File: src/rtl/riscv_pkg.sv
// Shared RV32I definitions: load funct3 encodings and writeback FSM states.
package riscv_pkg;

  localparam logic [2:0] F3_LB  = 3'b000;
  localparam logic [2:0] F3_LH  = 3'b001;
  localparam logic [2:0] F3_LW  = 3'b010;
  localparam logic [2:0] F3_LBU = 3'b100;
  localparam logic [2:0] F3_LHU = 3'b101;

  typedef enum logic [1:0] {
    IDLE      = 2'd0,
    LOAD_WAIT = 2'd1,
    LOAD_WB   = 2'd2
  } wb_state_t;

endpackage

File: src/rtl/reg_writeback_load_align.sv
// Load data alignment: selects the addressed byte/half and sign- or zero-extends it.
module load_align
  import riscv_pkg::*;
#(
  parameter int XLEN = 32
) (
  input  logic [2:0]      funct3,
  input  logic [1:0]      addr_lo,
  input  logic [XLEN-1:0] rdata,
  output logic [XLEN-1:0] data
);

  logic [7:0]  byte_sel;
  logic [15:0] half_sel;

  always_comb begin
    byte_sel = rdata[{addr_lo, 3'b000} +: 8];
    half_sel = rdata[{addr_lo[1], 4'b0000} +: 16];
    case (funct3)
      F3_LB:   data = {{(XLEN-8){byte_sel[7]}}, byte_sel};
      F3_LBU:  data = {{(XLEN-8){1'b0}}, byte_sel};
      F3_LH:   data = {{(XLEN-16){half_sel[15]}}, half_sel};
      F3_LHU:  data = {{(XLEN-16){1'b0}}, half_sel};
      // LW and the unused encodings pass the word through untouched
      default: data = rdata;
    endcase
  end

endmodule

File: src/rtl/reg_writeback.sv
// RV32I writeback stage: merges ALU results and one outstanding load onto the
// register file write port, and exposes the pending-load register for hazard stalls.
module reg_writeback
  import riscv_pkg::*;
#(
  parameter int XLEN   = 32,
  parameter int REG_AW = 5
) (
  input  logic                 clk,
  input  logic                 rst,
  input  logic                 alu_valid,
  input  logic [REG_AW-1:0]    alu_rd,
  input  logic [XLEN-1:0]      alu_result,
  output logic                 alu_ready,
  input  logic                 ld_issue,
  input  logic [REG_AW-1:0]    ld_rd,
  input  logic [2:0]           ld_funct3,
  input  logic [1:0]           ld_addr_lo,
  output logic                 ld_ready,
  input  logic                 mem_rvalid,
  input  logic [XLEN-1:0]      mem_rdata,
  output logic                 mem_rready,
  output logic                 RegWr,
  output logic [REG_AW-1:0]    write_reg,
  output logic [XLEN-1:0]      write_data,
  output logic [2**REG_AW-1:0] pend_mask
);

  wb_state_t         state;
  logic [REG_AW-1:0] ld_rd_q;
  logic [2:0]        ld_funct3_q;
  logic [1:0]        ld_addr_lo_q;
  logic [XLEN-1:0]   ld_data_q;
  logic [XLEN-1:0]   aligned;
  logic              alu_acc;

  load_align #(.XLEN(XLEN)) u_align (
    .funct3  (ld_funct3_q),
    .addr_lo (ld_addr_lo_q),
    .rdata   (mem_rdata),
    .data    (aligned)
  );

  assign ld_ready   = (state == IDLE);
  assign mem_rready = (state == LOAD_WAIT);
  assign alu_ready  = (state != LOAD_WB);
  assign alu_acc    = alu_valid && alu_ready;

  always_comb begin
    pend_mask = '0;
    if (state != IDLE && ld_rd_q != '0)
      pend_mask[ld_rd_q] = 1'b1;
  end

  always_ff @(posedge clk or posedge rst) begin
    if (rst) begin
      state        <= IDLE;
      ld_rd_q      <= '0;
      ld_funct3_q  <= '0;
      ld_addr_lo_q <= '0;
      ld_data_q    <= '0;
    end else begin
      case (state)
        IDLE: begin
          if (ld_issue) begin
            ld_rd_q      <= ld_rd;
            ld_funct3_q  <= ld_funct3;
            ld_addr_lo_q <= ld_addr_lo;
            state        <= LOAD_WAIT;
          end
        end
        LOAD_WAIT: begin
          if (mem_rvalid) begin
            ld_data_q <= aligned;
            state     <= LOAD_WB;
          end
        end
        LOAD_WB: state <= IDLE;
        default: state <= IDLE;
      endcase
    end
  end

  // The load owns the port in LOAD_WB; alu_ready is low then, so the ALU never collides
  always_ff @(posedge clk or posedge rst) begin
    if (rst) begin
      RegWr      <= 1'b0;
      write_reg  <= '0;
      write_data <= '0;
    end else if (state == LOAD_WB) begin
      RegWr      <= (ld_rd_q != '0);
      write_reg  <= ld_rd_q;
      write_data <= ld_data_q;
    end else if (alu_acc) begin
      RegWr      <= (alu_rd != '0);
      write_reg  <= alu_rd;
      write_data <= alu_result;
    end else begin
      RegWr      <= 1'b0;
    end
  end

endmodule

File: config.mk
export PLATFORM = sky130hd
export DESIGN_NAME = reg_writeback
export DESIGN_NICKNAME = d
export VERILOG_FILES = /design/src/rtl/riscv_pkg.sv /design/src/rtl/reg_writeback_load_align.sv /design/src/rtl/reg_writeback.sv
export SDC_FILE = /design/constraint.sdc
export NUM_CORES = 1
export LEC_CHECK = 0
export CAP_MARGIN = 30
export CORE_MARGIN = 2
export CORE_UTILIZATION = 26
export CTS_CLUSTER_DIAMETER = 50
export DETAILED_ROUTE_END_ITERATION = 12
export GPL_TIMING_DRIVEN = 0
export PLACE_DENSITY_LB_ADDON = 0.2
export SLEW_MARGIN = 10
export SYNTH_ARGS = -nofsm -noshare
export SYNTH_HDL_FRONTEND = slang
export SYNTH_SLANG_ARGS = --single-unit
File: constraint.sdc
create_clock -name clk -period 2.4 [get_ports clk]
set_input_delay 0.36 -clock clk [delete_from_list [all_inputs] [get_ports clk]]
set_output_delay 0.36 -clock clk [all_outputs]
set_load 0.02 [all_outputs]
==> reports/results.ini, run 1 <==
[status]
status=finished clean

[floorplanning]
core_area_mm2=0.0157
die-width_um=130
dieHeight_um=130
die_area_mm2=0.0169
rows=46
initial_utilization=0.263
io-pin-count=157

[synth]
synthMuxAreaShare=0.140
synth-compound-area-share=0.157
synth_top_area_cell=dfrtp_1
synth_top_family_by_area=simple AND/OR/NAND/NOR gates
synthCells=437
yosysWarnings=0
synth_seq_area_share=0.498
ys_ff_latch=82
synth_cell_types=40
synthXorXnorAreaFrac=0
syn_area_mm2=0.00412
synth_fa_ha_area_frac=0
avgSynthCellArea_um2=9.42
syn-num-nets=521
synth_area_leaders=dfrtp_1 50%, mux2i_1 10%, nand2_1 7.6%
synth_top_area_share=0.498
yosys.area_share.simple=0.163

[clocking]
clk_path_buf_depth=2
root_buffer=clkbuf_16
clkLatencyLatePin_ps=340
cts_buffers=9
clkTransAtPathRegs_ps=60
h-tree-depth=3
ctsHoldBuffers=0
cts_sinks=82
cts_tree=yes

[worst_setup_path]
worstPathArrival_ps=1950
crit_path_end_kind=primary output
crit_path_start_kind=register
worstRegToRegCells=4
crit_fanout=8
path_class=register to primary output
cp.required_ps=2040

[grt]
top_usage_layer=met2
track_usage=0.161
grtUsageMet3=0.0390
grt_pass1_wl_um=20600
grt_overflow=0
grt_max_degree=37
grt_pass1_vias=3791
met2_usage=0.260
antenna_found_initial=0
met1_usage=0.213

[routing]
drt_iter0_drc=164
via_per_inst=4.59
final_antenna_net_count=0
remaining_drc_errors=0
wl_um=13500
vias=3777
avgRoutedWirePerCell_um=16.4
first_pass_iters=4

[finish]
final_common_cell=clkdlybuf4s50_1
fin_nets=686
antennaDiodeCount=0
drive_above_1_share=0.105
finish.utilization=0.398
final_cell_mix=137 x clkdlybuf4s50_1, 83 x nand2_1, 82 x dfrtp_1
syn_to_final_growth_pct=51.2
top_regs=ld_data_q: 32 flops, write_data: 32 flops

[power]
max-vdd-ir-drop_uv=433
power.leakage_nw=2.62
powerDensity_mw_per_mm2=992

[hold_path]
hold_class=primary input to asynchronous set/reset pin

[timing]
hold_ws_ps=378
setup_viol=0
tns_ps=0
hold_viol_final=0
max_freq_mhz=432
rsz0062_at_grt=no
slew_headroom=0.562
min_period_over_period=0.964
maxSlewViolCount=0
fin_worst_skew_ps=7.30
fin_crit_ps=2310
worstMarginPinSlew_ps=657

[place]
finalWeightedCongestion=0.877
dpl.hpwl_um=10600
io_buffers=154

[flow_run]
drv_cap=0

## final cells by class
cell class | count | area, µm²
clock buffer | 13 | 250
inverter | 6 | 26.3
clock inverter | 3 | 15.0
tap | 216 | 270
sequential | 82 | 2050
multi-input combinational | 318 | 1910
buffer | 28 | 134
timing repair buffer | 157 | 1570
fill | 1618 | 9430
## Yosys cell counts
cell,count
buf_6,1
and2_0,1
a22oi_1,12
buf_4,2
a2111oi_0,1
nand2b_1,4
clkbuf_1,20
a21boi_0,1
mux4_2,1
o21ai_0,57
a211oi_4,1
buf_2,8
nand3_1,2
nor2b_2,1
nand3b_1,3
o211ai_1,1
o221a_2,4
a21o_1,1
a311oi_1,1
a21oi_2,10
nor3_1,1
o41ai_1,1
conb_1,1
mux2i_1,42
a31oi_1,1
nor2_1,54
or3b_2,2
or3_1,2
or4_1,1
a21oi_1,7
a222oi_1,2
nor2b_1,3
mux2_2,12
and2_1,2
nand2_2,1
nor4_1,1
inv_1,6
nand2_1,83
a31o_2,1
dfrtp_1,82
## through the flow
stage	setup WS (ps)	power (mW)	std cells	cell area [µm²]
after detailed placement	68.6	4.97	809	5970
final	86.4	6.17	823	6230
after global routing	9.04	6.61	823	6230
after floorplan	651	3.84	437	4120
after CTS	6.27	6.25	823	6210
after global placement	56.5	4.92	807	5930
## logic make-up (layout without fill, tap and decap cells)
group	Yosys count	in the layout
AO/OA/AOI/OAI	101	101
AND/OR/NAND/NOR	161	161
flip-flops	82	82
multiplexers	55	55
other	1	1
buffers and inverters	37	207
## repair_timing
action | in CTS | in global routing
setup buffers | 0 | 1
pin swaps | 0 | 1
setup endpoints to repair | 17 | 16
gates cloned | 0 | 0
gates resized for setup | 18 | 4
## path summary, 6_finish.rpt
check | from | to | slack [ps]
max | ld_rd_q[1] | pend_mask[25] | 90
min | rst | write_data[26] | 380
max reg2reg | state[0] | ld_rd_q[4] | 600
min reg2reg | ld_data_q[10] | write_data[10] | 490
max in group asynchronous | rst | write_data[5] | 1270
min in group clk | ld_data_q[10] | write_data[10] | 490
## worst max-delay path, stage by stage, from the launching register on
cell	delay, ps
dfrtp_1	460
nor2_1	130
nand2_1	200
nor2_1	190
clkdlybuf4s50_1	630
## layer usage
metal | up-vias | share of wire
met5 | - | 0
met4 | 0 | 0.016
met3 | 14 | 0.048
met2 | 115 | 0.48
met1 | 1817 | 0.46
li1 | 1831 | -
## power breakdown
group	internal [mW]	leakage [nW]	switching [mW]
Combinational	1.18	1.50	1.42
Clock	0.725	0.133	0.538
Sequential	1.92	0.981	0.387
Total	3.83	2.62	2.35
(Power assumes the default switching activity.)
==> run 2, diff against run 1 <==
--- a/config.mk
+++ b/config.mk
@@ -5,13 +5,15 @@
 export SDC_FILE = /design/constraint.sdc
 export NUM_CORES = 1
 export LEC_CHECK = 0
+export ABC_CLOCK_PERIOD_IN_PS = 2400
 export CAP_MARGIN = 30
 export CORE_MARGIN = 2
-export CORE_UTILIZATION = 26
+export CORE_UTILIZATION = 40
 export CTS_CLUSTER_DIAMETER = 50
 export DETAILED_ROUTE_END_ITERATION = 12
 export GPL_TIMING_DRIVEN = 0
 export PLACE_DENSITY_LB_ADDON = 0.2
+export SKIP_LAST_GASP = 1
 export SLEW_MARGIN = 10
 export SYNTH_ARGS = -nofsm -noshare
 export SYNTH_HDL_FRONTEND = slang
==> reports/results.ini, run 2 (same netlist as run 1, synthesis figures left out) <==
[status]
status=finished clean

[clocking]
cts_buffers=9  ; unchanged
cts_sinks=82  ; unchanged
clk_path_buf_depth=2  ; unchanged
root_buffer=clkbuf_8
clkTransAtPathRegs_ps=90  ; +30 ps
h-tree-depth=3  ; unchanged
clkLatencyLatePin_ps=370  ; +30 ps
cts_tree=yes

[timing]
fin_worst_skew_ps=14.7  ; +7.39 ps
hold_viol_final=0  ; unchanged
maxSlewViolCount=0  ; unchanged
tns_ps=0  ; unchanged
worstMarginPinSlew_ps=675  ; +18.2 ps
max_freq_mhz=438  ; +1.4%
slew_headroom=0.550  ; -0.0122
setup_viol=0  ; unchanged
rsz0062_at_grt=no
finalWorstSetupSlack_ps=118  ; +31.3 ps
min_period_over_period=0.951  ; -0.0130
fin_crit_ps=2280  ; -31.3 ps
hold_ws_ps=311  ; -66.7 ps

[routing]
vias=3835  ; +1.5%
final_antenna_net_count=0  ; unchanged
avgRoutedWirePerCell_um=16.5  ; +0.64%
via_per_inst=5.15  ; +12%
wl_um=12300  ; -9.0%
remaining_drc_errors=0  ; unchanged
drt_iter0_drc=200  ; +22%
first_pass_iters=5  ; +1

[power]
p_sw_mw=2.35  ; about the same
p_sw_frac=0.402  ; +0.0219
max-vdd-ir-drop_uv=444  ; +2.6%
seqPwrFrac=0.394  ; +0.020
pwr-share-comb=0.443  ; +0.021
clkPwrFrac=0.163  ; -0.041
power.internal_mw=3.49  ; -8.8%
power.leakage_nw=2.65  ; +1.1%
powerDensity_mw_per_mm2=964  ; -2.8%

[finish]
finish.utilization=0.597  ; +0.200
final_cell_mix=133 x clkdlybuf4s50_1, 82 x dfrtp_1, 82 x nand2_1
top_regs=ld_data_q: 32 flops, write_data: 32 flops
antennaDiodeCount=0  ; unchanged
final_common_cell=clkdlybuf4s50_1
fillers=935  ; -42%
fin_nets=687  ; +0.15%
syn_to_final_growth_pct=47.1
fin_cells=744  ; -9.6%
drive_above_1_share=0.112  ; +0.00641

[place]
dp.cells=729  ; -9.9%
dpl.hpwl_um=9550  ; -10%
io_buffers=154  ; unchanged
post-place-ws_ps=149  ; +80.4 ps
finalWeightedCongestion=0.911  ; +3.9%

[worst_setup_path]
crit_fanout=8  ; unchanged
cp_cell_sequence=nor2_1, nand2_1, nor2_1, clkdlybuf4s50_1
path_buf_inv=1  ; unchanged
crit_top_cell=nor2_1
path_delay_family=buffers and inverters
crit_path_max_incr_delay_ps=620  ; about the same
crit_path_end_kind=primary output
path_class=register to primary output
cp.required_ps=2040  ; about the same
crit_path_start_kind=register
cpMaxStageDelayCell=clkdlybuf4s50_1
worstPathArrival_ps=1920  ; -30 ps

[grt]
antenna_found_initial=0  ; unchanged
track_usage=0.229  ; +0.0675
grt_pass1_wl_um=19900  ; -3.7%
grt_max_degree=38  ; +2.7%
grt_overflow=0  ; unchanged
grt_pass1_vias=3922  ; +3.5%

[hold_path]
hold_class=primary input to asynchronous set/reset pin

[floorplanning]
core_area_mm2=0.0101  ; -35%
die-width_um=105  ; -19%
rows=37  ; -20%
die_area_mm2=0.0111  ; -34%
initial_utilization=0.406  ; +0.143
dieHeight_um=105  ; -19%
io-pin-count=157  ; unchanged

[flow_run]
drv_cap=0  ; unchanged

run 2: cell count changes in the layout (fill, tap and decap cells not counted), sizes merged:
| cell | before | now |
|---|---|---|
| buf | 14 | 15 |
| clkbuf | 30 | 26 |
| clkdlybuf4s50 | 137 | 133 |
| clkinv | 3 | 0 |
| clkinvlp | 1 | 4 |
| dlymetal6s2s | 1 | 5 |
| inv | 5 | 9 |
run 2: final cells by class:
type | count | area (µm²) | area share
Buffer | 28 | 131 | 0.0217
Clock buffer | 9 | 124 | 0.0205
Clock inverter | 7 | 57.6 | 0.00950
Inverter | 6 | 26.3 | 0.00434
Multi-Input combinational cell | 318 | 1910 | 0.315
Sequential cell | 82 | 2050 | 0.339
Tap cell | 136 | 170 | 0.0281
Timing Repair Buffer | 158 | 1590 | 0.262
run 2: final timing paths:
| check | slack [ps] | endpoint | from | cells past startpoint |
|---|---|---|---|---|
| hold / removal | 310 | write_data[5] | rst | 2 |
| setup / recovery | 120 | pend_mask[18] | ld_rd_q[0] | 4 |
| setup reg to reg | 650 | ld_data_q[18] | state[0] | 7 |
| min in group clk | 460 | write_data[29] | alu_valid | 3 |
| max in group asynchronous | 1350 | state[0] | rst | 4 |
| hold reg to reg | 480 | write_data[22] | ld_data_q[22] | 2 |
run 2: power by group through the flow:
stage          sequential, mW  clock [mW]  combinational, mW
6_report                 2.30       0.950               2.59
5_1_grt                  2.38        1.03               2.82
4_1_cts                  2.28       0.968               2.62
3_5_place_dp             2.28           0               2.65
3_3_place_gp             2.26           0               2.60
2_1_floorplan            2.43           0               1.41
run 2: metal layers:
layer  up-vias  wire, µm  global-route usage
li1       1827         -                   -
met1      1861      5420               0.312
met2       139      5950               0.377
met3         8       788              0.0439
met4         0       115              0.0543
met5         -         0                   0
run 2: per-stage QoR:
stage / cell area, µm² / power, mW
2_1_floorplan: 4120 / 3.84
3_3_place_gp: 5830 / 4.86
3_5_place_dp: 5870 / 4.93
4_1_cts: 6040 / 5.87
5_1_grt: 6060 / 6.24
6_report: 6060 / 5.84
run 2: worst reg2reg max path: stages, from the launching register on:
cell and delay (ps):
dfrtp_1 410, nor2b_2 220, nand2_2 160, inv_1 100, buf_2 220, a31o_2 290, buf_6 200, a21oi_2 70
run 2: what timing repair did:
| action | CTS | global route |
|---|---|---|
| gates resized for setup | 17 | 7 |
| pin swaps | 1 | 0 |
| buffers inserted | 2 | 0 |
| hold buffers | 0 | 0 |
| setup endpoints to repair | 19 | 16 |
==> variant: new RTL, config.mk and constraints of run 1 <==
Re-encode `wb_state_t` (3 states) as one-hot, 3 bits wide.
--- a/src/rtl/riscv_pkg.sv
+++ b/src/rtl/riscv_pkg.sv
@@ -7,10 +7,10 @@
   localparam logic [2:0] F3_LBU = 3'b100;
   localparam logic [2:0] F3_LHU = 3'b101;
 
-  typedef enum logic [1:0] {
-    IDLE      = 2'd0,
-    LOAD_WAIT = 2'd1,
-    LOAD_WB   = 2'd2
+  typedef enum logic [2:0] {
+    IDLE      = 3'b001,
+    LOAD_WAIT = 3'b010,
+    LOAD_WB   = 3'b100
   } wb_state_t;
 
 endpackage
Check against the original RTL: no difference found for any inputs over 10 cycles, from zero or initial values and one cycle with rst high; not proved beyond that.
==> variant against run 1 <==
Total power down 2.4%; clock skew down 0.0049 ns; die area down 0.76%; area after synthesis down 0.79%; sequential cell count up 1; global-route usage up 0.24 points; wire length up 0.43%; worst setup slack better by 0.087 ns; critical path depth unchanged; highest routed layer unchanged; sequential share of layout area about the same; cell area up 1.6%.
==> variant: results <==
[run_status]
status = "completed"

[critical_path]
crit_slowest_cell = "clkdlybuf4s50_1"
critical_path.max_fanout = 19
arrival_ns = 1.87
cp_top_family = "buffers and inverters"
critPathMaxStageDelay_ns = 0.60

[global_route]
grt_pass1_wl_mm = 20.8
grtUsageTotal = 0.164
first_global_vias = 3692
antenna_found_initial = 0
grt_max_degree = 35

[clock_network]
cts-root-buf = "clkbuf_16"
cts_htree_levels = 3
insertion_delay_ns = 0.33
numCtsBuffers = 9
clockBufferDepth = 2
clk_pin_slew_worst_paths_ns = 0.06
postCtsHoldBufs = 0

[place]
place_congestion = 0.847
io_buffers = 154
place_worst_setup_slack_ns = -0.105
dp_hpwl_mm = 10.4

[timing]
clock_skew_ns = 0.00243
relSlewSlack = 0.538

[drt]
first_pass_iters = 4
first_iter_violations = 150
vias_per_cell = 4.63
wl_per_cell_um = 16.8

[yosys]
yosysUniqueCellTypes = 36
yosys.area_share.adder = 0
yosysWarnings = 0
synthMuxAreaShare = 0.148
yosys-top-cells-area = "dfrtp_1, mux2i_1, o21ai_0, nand2_1, nor2_1"
synthesis.nets = 509
synth-xor-area-share = 0
synth_compound_gate_area_share = 0.132
async_reset_ff_frac = 1.00
ys_seq_area_frac = 0.509
synth_common_cells = "dfrtp_1, nand2_1, nor2_1"

[cells_and_area]
largestRegisters = "ld_data_q (32), write_data (32)"
layout.nets = 675
antenna_cells = 0
drive_above_1_share = 0.113
filler_cell_count = 1530

[pwr]
vdd_drop_max_mv = 0.386
power.density_nw_per_um2 = 953
leakage_nw = 2.86

[run]
max-cap-violations = 0

[hold_path]
hp-class = "input port to async pin"
## variant: area by class of cell
cell class	count	area (um2)	share of cell area
Multi-Input combinational cell	307	1890	0.298
Sequential cell	83	2080	0.329
Buffer	24	118	0.0186
Tap cell	211	264	0.0417
Timing Repair Buffer	159	1630	0.258
Clock inverter	2	60.1	0.00950
Inverter	7	30.0	0.00475
Clock buffer	13	250	0.0396
## variant: worst paths after layout
kind	from	endpoint	slack (ns)	cells after the start
setup / recovery	state[0]	alu_ready	0.17	4
min in group clk	ld_data_q[20]	write_data[20]	0.49	2
max in group asynchronous	rst	write_data[12]	1.22	4
hold reg to reg	ld_data_q[20]	write_data[20]	0.49	2
hold / removal	rst	write_reg[0]	0.41	2
setup reg to reg	state[0]	ld_rd_q[2]	0.48	5
## variant: where the power goes
group	leakage [nW]	switching [W]	internal [W]
sequential	0.978	0.000399	0.00189
clock	0.150	0.000534	0.000936
combinational	1.74	0.00122	0.00104
total	2.86	0.00216	0.00387
## variant: kinds of logic after synthesis
logic type      Yosys count
simple gates            156
other cells               1
flops                    83
mux                      57
buf+inv                  35
compound gates           93
## variant: routing by layer
metal  GRT usage  wire, um
met2       0.260      6470
met4      0.0518       153
met5           0         0
met1       0.227      6320
met3      0.0289       599
## variant: repair_timing
item,CTS,global route
setup buffers,3,0
hold endpoints to repair,0,0
resized for setup,18,20
setup endpoints to repair,32,22
## variant: stage by stage
stage	area, um2	setup TNS, ns	instances
after global routing	6320	0	806
after CTS	6270	0	807
after floorplan	4090	0	425
final	6320	0	806
after detailed placement	5930	-0.105	792
after global placement	5890	-0.120	790
